**config.mk**
```make
export PLATFORM = sky130hd
export DESIGN_NAME = palette_writer
export DESIGN_NICKNAME = d
export VERILOG_FILES = /design/src/rtl/palette_writer.sv
export SDC_FILE = /design/constraint.sdc
export NUM_CORES = 1
export LEC_CHECK = 0
export CAP_MARGIN = 40
export CORE_ASPECT_RATIO = 0.6
export CORE_MARGIN = 2
export CORE_UTILIZATION = 43
export DETAILED_ROUTE_END_ITERATION = 16
export HOLD_SLACK_MARGIN = 0.1
export PLACE_DENSITY = 0.75
export SYNTH_ARGS = -nofsm -noshare
export SYNTH_HDL_FRONTEND = slang
export SYNTH_SLANG_ARGS = --single-unit
```
**constraint.sdc**
```tcl
create_clock -name clk -period 1.9 [get_ports clk]
set_input_delay 0.38 -clock clk [delete_from_list [all_inputs] [get_ports clk]]
set_output_delay 0.38 -clock clk [all_outputs]
set_load 0.1 [all_outputs]
```
**src/rtl/palette_writer.sv**
```systemverilog
// palette_writer: loads a run of palette entries from a colour stream, packing pairs into 32-bit word writes.
// Optional idle-stream timeout is compiled in when PALETTE_WRITER_TIMEOUT_EN is defined.
module palette_writer #(
    parameter int PALETTE_LENGTH = 256,
    parameter int COLOR_BITS     = 16,
    parameter int TIMEOUT_CYCLES = 1024,
    localparam int IDX_BITS      = $clog2(PALETTE_LENGTH),
    localparam int ADDR_BITS     = $clog2(PALETTE_LENGTH * 2)
) (
    input  logic                           clk,
    input  logic                           reset_n,
    input  logic                           cmd_valid,
    output logic                           cmd_ready,
    input  logic [IDX_BITS-1:0]            cmd_start_index,
    input  logic [IDX_BITS:0]              cmd_count,
    input  logic                           color_valid,
    output logic                           color_ready,
    input  logic [COLOR_BITS-1:0]          color_data,
    output logic [ADDR_BITS-1:0]           wr_addr,
    output logic [1:0][COLOR_BITS-1:0]     wr_data,
    output logic [1:0]                     wr_en,
    output logic                           busy,
    output logic                           done,
    output logic                           timed_out
);

    if (PALETTE_LENGTH < 2 || (PALETTE_LENGTH & (PALETTE_LENGTH - 1)) != 0) begin : g_bad_length
        $error("PALETTE_LENGTH must be a power of two and at least 2");
    end
    if (COLOR_BITS < 1 || COLOR_BITS > 16) begin : g_bad_color_bits
        $error("COLOR_BITS must be in 1..16");
    end
    if (TIMEOUT_CYCLES < 1) begin : g_bad_timeout
        $error("TIMEOUT_CYCLES must be positive");
    end

    typedef enum logic [1:0] {
        IDLE,
        LANE0,
        LANE1
    } state_t;

    localparam logic [IDX_BITS:0] FULL_COUNT = (IDX_BITS + 1)'(PALETTE_LENGTH);

    state_t                       state, state_next;
    logic [IDX_BITS-1:0]          idx, idx_next;
    logic [IDX_BITS:0]            rem, rem_next;
    logic [COLOR_BITS-1:0]        lane0, lane0_next;
    logic                         lane0_held, lane0_held_next;
    logic [ADDR_BITS-1:0]         wr_addr_next;
    logic [1:0][COLOR_BITS-1:0]   wr_data_next;
    logic [1:0]                   wr_en_next;
    logic                         done_next;
    logic                         color_accept;
    logic [ADDR_BITS-1:0]         word_addr;

`ifdef PALETTE_WRITER_TIMEOUT_EN
    localparam int TO_BITS = $clog2(TIMEOUT_CYCLES + 1);
    localparam logic [TO_BITS-1:0] TO_LAST = TO_BITS'(TIMEOUT_CYCLES - 1);

    logic [TO_BITS-1:0]           timer, timer_next;
    logic                         timed_out_next;
`endif

    assign cmd_ready    = (state == IDLE);
    assign color_ready  = (state != IDLE);
    assign busy         = (state != IDLE);
    assign color_accept = color_valid & color_ready;
    // Both lanes of a word share one byte address; the entry's low index bit selects the lane.
    assign word_addr    = ({1'b0, idx} >> 1) << 2;

    always_comb begin
        state_next      = state;
        idx_next        = idx;
        rem_next        = rem;
        lane0_next      = lane0;
        lane0_held_next = lane0_held;
        wr_addr_next    = word_addr;
        wr_data_next    = '0;
        wr_en_next      = 2'b00;
        done_next       = 1'b0;
`ifdef PALETTE_WRITER_TIMEOUT_EN
        timer_next      = timer;
        timed_out_next  = 1'b0;
`endif

        case (state)
            IDLE: begin
                if (cmd_valid) begin
                    idx_next        = cmd_start_index;
                    rem_next        = (cmd_count > FULL_COUNT) ? FULL_COUNT : cmd_count;
                    lane0_held_next = 1'b0;
`ifdef PALETTE_WRITER_TIMEOUT_EN
                    timer_next      = '0;
`endif
                    if (rem_next == '0) begin
                        done_next = 1'b1;
                    end else begin
                        state_next = cmd_start_index[0] ? LANE1 : LANE0;
                    end
                end
            end

            LANE0: begin
                if (color_accept) begin
                    idx_next = idx + 1'b1;
                    rem_next = rem - 1'b1;
                    if (rem == (IDX_BITS + 1)'(1)) begin
                        wr_data_next[0] = color_data;
                        wr_en_next      = 2'b01;
                        done_next       = 1'b1;
                        state_next      = IDLE;
                    end else begin
                        lane0_next      = color_data;
                        lane0_held_next = 1'b1;
                        state_next      = LANE1;
                    end
                end
            end

            LANE1: begin
                if (color_accept) begin
                    wr_data_next[1] = color_data;
                    // An odd start leaves lane0 of the first word untouched.
                    if (lane0_held) begin
                        wr_data_next[0] = lane0;
                        wr_en_next      = 2'b11;
                    end else begin
                        wr_en_next      = 2'b10;
                    end
                    lane0_held_next = 1'b0;
                    idx_next        = idx + 1'b1;
                    rem_next        = rem - 1'b1;
                    if (rem == (IDX_BITS + 1)'(1)) begin
                        done_next  = 1'b1;
                        state_next = IDLE;
                    end else begin
                        state_next = LANE0;
                    end
                end
            end

            default: state_next = IDLE;
        endcase

`ifdef PALETTE_WRITER_TIMEOUT_EN
        if (state != IDLE) begin
            if (color_accept) begin
                timer_next = '0;
            end else if (timer == TO_LAST) begin
                timer_next      = '0;
                timed_out_next  = 1'b1;
                done_next       = 1'b1;
                state_next      = IDLE;
                lane0_held_next = 1'b0;
                if (state == LANE1 && lane0_held) begin
                    wr_data_next[0] = lane0;
                    wr_en_next      = 2'b01;
                end
            end else begin
                timer_next = timer + 1'b1;
            end
        end
`endif
    end

    always_ff @(posedge clk) begin
        if (!reset_n) begin
            state <= IDLE;
        end else begin
            state <= state_next;
        end
    end

    // Write port outputs are registered, so they appear the cycle after the accepting handshake.
    always_ff @(posedge clk) begin
        if (!reset_n) begin
            idx        <= '0;
            rem        <= '0;
            lane0      <= '0;
            lane0_held <= 1'b0;
            wr_addr    <= '0;
            wr_data    <= '0;
            wr_en      <= 2'b00;
            done       <= 1'b0;
        end else begin
            idx        <= idx_next;
            rem        <= rem_next;
            lane0      <= lane0_next;
            lane0_held <= lane0_held_next;
            wr_addr    <= wr_addr_next;
            wr_data    <= wr_data_next;
            wr_en      <= wr_en_next;
            done       <= done_next;
        end
    end

`ifdef PALETTE_WRITER_TIMEOUT_EN
    always_ff @(posedge clk) begin
        if (!reset_n) begin
            timer     <= '0;
            timed_out <= 1'b0;
        end else begin
            timer     <= timer_next;
            timed_out <= timed_out_next;
        end
    end
`else
    assign timed_out = 1'b0;
`endif

endmodule

```
After elaboration in Yosys (flattened, before gate mapping)

Index checks and enable logic that the tools add are counted.

Register bits: 80
Bits in latches: 0
Memory bits (writable): 0
Bits in read-only memories: 0
Input bits: 37
Output and inout port bits: 48
Word-level logic and storage cells: 71
Memories kept: 0

Add/sub/neg operators: 2
$mul: 0
Divide/modulo/power cells: 0
Order comparisons: 1
Equality and inequality tests: 9
Shift operators: 0
Muxes and demuxes: 35
Bitwise gates (word level): 2
Reduce and logical (&&, ||, !) cells: 11

Operator list:

| cell                  | count |
|---|---|
| $mux W16              | 4 |
| $pmux W16 S2          | 1 |
| $mux W9               | 3 |
| $pmux W9 S2           | 1 |
| $mux W8               | 2 |
| $pmux W8 S2           | 1 |
| $mux W2               | 7 |
| $mux W1               | 12 |
| $ne A2 B2 Y1 const B  | 5 |
| $eq A9 B1 Y1 const B  | 1 |
| $gt A9 B9 Y1 const B  | 1 |
| $logic_not A9 Y1      | 1 |
| $reduce_and A3 Y1     | 3 |
| $sub A9 B1 Y9 const B | 1 |
| $add A8 B1 Y8 const B | 1 |
| $pmux W2 S3           | 1 |
| $reduce_and A5 Y1     | 1 |
| $pmux W2 S2           | 1 |
| $reduce_and A4 Y1     | 1 |
| $reduce_bool A2 Y1    | 2 |
| $pmux W1 S3           | 1 |
| $reduce_bool A3 Y1    | 1 |
| $eq A2 B1 Y1 const B  | 1 |
| $eq A2 B2 Y1 const B  | 1 |
| other kinds (6)       | 6 |

Longest topological paths before layout

Word-level depth: 6
Gate-level depth with buffers: 9
Gate-level depth less buffers: 6

Worst setup path after synthesis

Ideal clock, no wire load.

Path type: register to output
From: register state[0]
To: output port color_ready
Arrival: 2.376 ns
Data required time: 1.520 ns
Slack: -0.856 ns
Stages on the path, launching flop included: 6
Cells stage by stage: dfxtp_1 -> inv_1 -> ha_1 -> clkbuf_1 -> inv_1 -> buf_4

Word-level cells in the longest chain between the ends: 1

RTL lines:

| element                | line | text |
|---|---|---|
| from (decl)            | 45   | `state_t state, state_next;` |
| from (signal assigned) | 171  | `state <= state_next;` |
| $reduce_bool A2 Y1     | --   |  |
| to (decl)              | 17   | `output logic color_ready,` |

Every way passes these cells.

Worst setup path after layout

From: register rem[1]
To: register lane0[0]

Word-level cells in the longest chain between the ends: 3

RTL lines:

| element                            | line | text |
|---|---|---|
| from (decl)                        | 47   | `logic [IDX_BITS:0] rem, rem_next;` |
| from (signal assigned)             | 188  | `rem <= rem_next;` |
| $eq A9 B1 Y1                       | 108  | `if (rem == (IDX_BITS + 1)'(1)) begin` |
| $not A1 Y1 (no source line)        | --   |  |
| $reduce_and A3 Y1 (no source line) | --   |  |
| to (signal assigned)               | 189  | `lane0 <= lane0_next;` |
| to (decl)                          | 48   | `logic [COLOR_BITS-1:0] lane0, lane0_next;` |

Every way passes these cells.
A chain may end at the register's enable or synchronous reset.

==> metrics.txt <==
Seq/Total Area, Yosys 0.4867; share of the synthesized area in the top cell type 0.4867; PD cells 1531 nW/um2; pin count of the biggest net entering global routing 22; first-pass GRT wire length 13.16 mm; Final Slew Violations 0; Ports 85; hold buffers post-CTS 0; hold_sp lane0_held; initial antenna violation count 0; DRC 0; top_reg_cell synth dfxtp_1; 1st-iter DRT viols 247; Post-synth EDFFs 0; worst hold path stage count 1; die footprint 8190 um2; R2R depth 7; final antenna diode count 0; IO Port Bufs 81; GRT Overall Usage 0.2053; Fin Setup TNS 0 ns; CTS tree done; WHS Endpoint lane0_held; RSZ-0062 raised after global routing no; most common cell after layout, fill and taps aside dfxtp_1; Syn-to-layout area delta 42.16%; vias in the first global route 2657; Core Util, Final 0.6302; status finished, final reports clean; peak supply drop 1607 uV; via/cell ratio 5.316; YS warnings 0; Synth area leaders dfxtp_1, nor2_1, mux2i_1; CORE AREA 7237 um2; cts bufs inserted 9; reg-to-reg startpoint rem[1]; final hold slack 0.4585 ns; final hold vios 0; Post-Place Setup Slack -0.2625 ns; min Tclk post-route 1.829 ns; Die Ht 70.91 um; Yosys reg bits 78; reg-to-reg setup timing slack 0.07 ns; Sink Count 78; FP Rows 24; Worst Path Arrival 2.05 ns; Clock transition at path regs 0.06 ns; critical path class register to register; clk root buf clkbuf_16; mapped cell area 3208 um2; Yosys cell types 52; Final Non-Filler Cells 551; Syn Inst Count 343; max-cap violations 0; Synth async-reset ratio 0; fin crit share 0.9626; Setup crit start kind register; H-tree level count 3; Crit. End Element register; Worst R2R End lane0[0]; clk_skew 0.003560 ns; Fill cells 589; Critical Path RT 2.12 ns; Die Width 115.5 um; DP Cell Count 534; Hold Crit Class register to register; fmax 0.5467 GHz; Mean Syn Cell Area 9.353 um2; final WL 8.095 mm; Routed Antenna Nets 0; area of the multi-input gates 1495 um2; Max clock buf depth 2; drt pass-1 iters 6; Leak Pwr 1.846 nW; via total after detailed routing 2929; Reg area 1564 um2; Final WS setup 0.07097 ns; final setup violation count 0; most frequent cells in the layout dfxtp_1, buf_4, nor2_1; post-synth top area cell dfxtp_1; Initial Util 0.4433; final RePlAce weighted congestion 0.8790; crit path max fanout 16; Worst-Skew Late Latency 0.33 ns; DR WL/cell 14.69 um; share of cells above drive strength 1 0.2371; total grt overflow 0; Layout Nets 486; Detail Placement HPWL 5.937 mm
[final cells by class]
class                   instances  area share
clock buffers                  10     0.05240
clock inverters                 6     0.01509
inverters                      11    0.009877
multi-input cells             230      0.3278
flip-flops and latches         78      0.3429
well taps                     104     0.02853
repair buffers                112      0.2233
[synthesized netlist by cell type (2+ instances only)]
cell type and n:
dfxtp_1 78, nor2_1 47, and2_1 23, a22oi_1 17
clkbuf_1 17, mux2i_1 17, a21oi_1 15, o21ai_0 14
nand2_1 13, inv_1 11, and3_1 7, ha_1 7
nand3_1 6, a22o_1 4, a31oi_1 4, buf_4 4
nor2b_1 4, nor3_1 4, buf_6 3, nand2b_1 3
nor3b_1 3, o31ai_1 3, a211oi_1 2, a21o_1 2
a32oi_1 2, nand4_1 2, nor4_1 2, o21a_1 2
o22a_1 2, o2bb2ai_1 2, or2_2 2
[state kept, by name (all words and copies together) (netlist names)]
register	cells
done	1
idx	8
lane0	16
lane0_held	1
rem	9
state	2
wr_addr	7
wr_data	32
wr_en	2
[how the worst max path moves through the flow]
stage                  from  cells past startpoint           to
5_1_grt              rem[1]                      7     lane0[0]
6_report             rem[1]                      7     lane0[0]
2_1_floorplan      state[1]                      5  color_ready
4_1_cts            state[1]                      6     state[1]
3_3_place_gp   cmd_count[0]                      5     state[0]
3_5_place_dp   cmd_count[0]                      5     state[0]
[where the power goes]
part | switching, W | total, W | internal, W | leakage [nW]
combinational | 0.00193 | 0.00318 | 0.00125 | 1.06
clock | 0.000693 | 0.00175 | 0.00106 | 0.149
sequential | 0.000188 | 0.00205 | 0.00186 | 0.632
total | 0.00281 | 0.00698 | 0.00417 | 1.85
[cells by family (layout without fill, tap and decap cells)]
family                     after synthesis  after routing  share of synthesized area
DFF                                     78             78                     0.4867
buffers and inverters                   37            139                    0.06045
other                                    1              3                   0.001169
AOI/OAI and AO/OA                       81             81                     0.1739
and+or+nand+nor                        122            122                     0.1973
muxes                                   17             17                    0.05304
adders and majority gates                7              7                    0.02730
[through the flow]
step                      total power (W)  instance area, um2
after floorplan                  0.004239                3272
after global placement           0.005154                4238
after detailed placement         0.005203                4238
after CTS                        0.006970                4546
after global routing             0.007348                4561
final                            0.006983                4561
[metal layers]
| metal | routed length, um | track usage | vias up |
|---|---|---|---|
| li1 | - | - | 1402 |
| met1 | 3736 | 0.2865 | 1368 |
| met2 | 3512 | 0.3060 | 144 |
| met3 | 711 | 0.06084 | 15 |
| met4 | 136 | 0.06693 | 0 |
| met5 | 0 | 0 | - |
[repair_timing]
item	in CTS	in global routing
buffers inserted	0	1
gates resized for setup	0	2
endpoints found under the hold margin	0	0
setup endpoints to repair	0	3
[critical path, stage by stage (launching register included)]
cell,delay [ns]
dfxtp_1,0.32
inv_1,0.10
ha_1,0.14
or4b_4,0.50
o21ba_1,0.22
buf_12,0.17
mux2i_2,0.19
nor2_1,0.06
(Power assumes the default switching activity.)
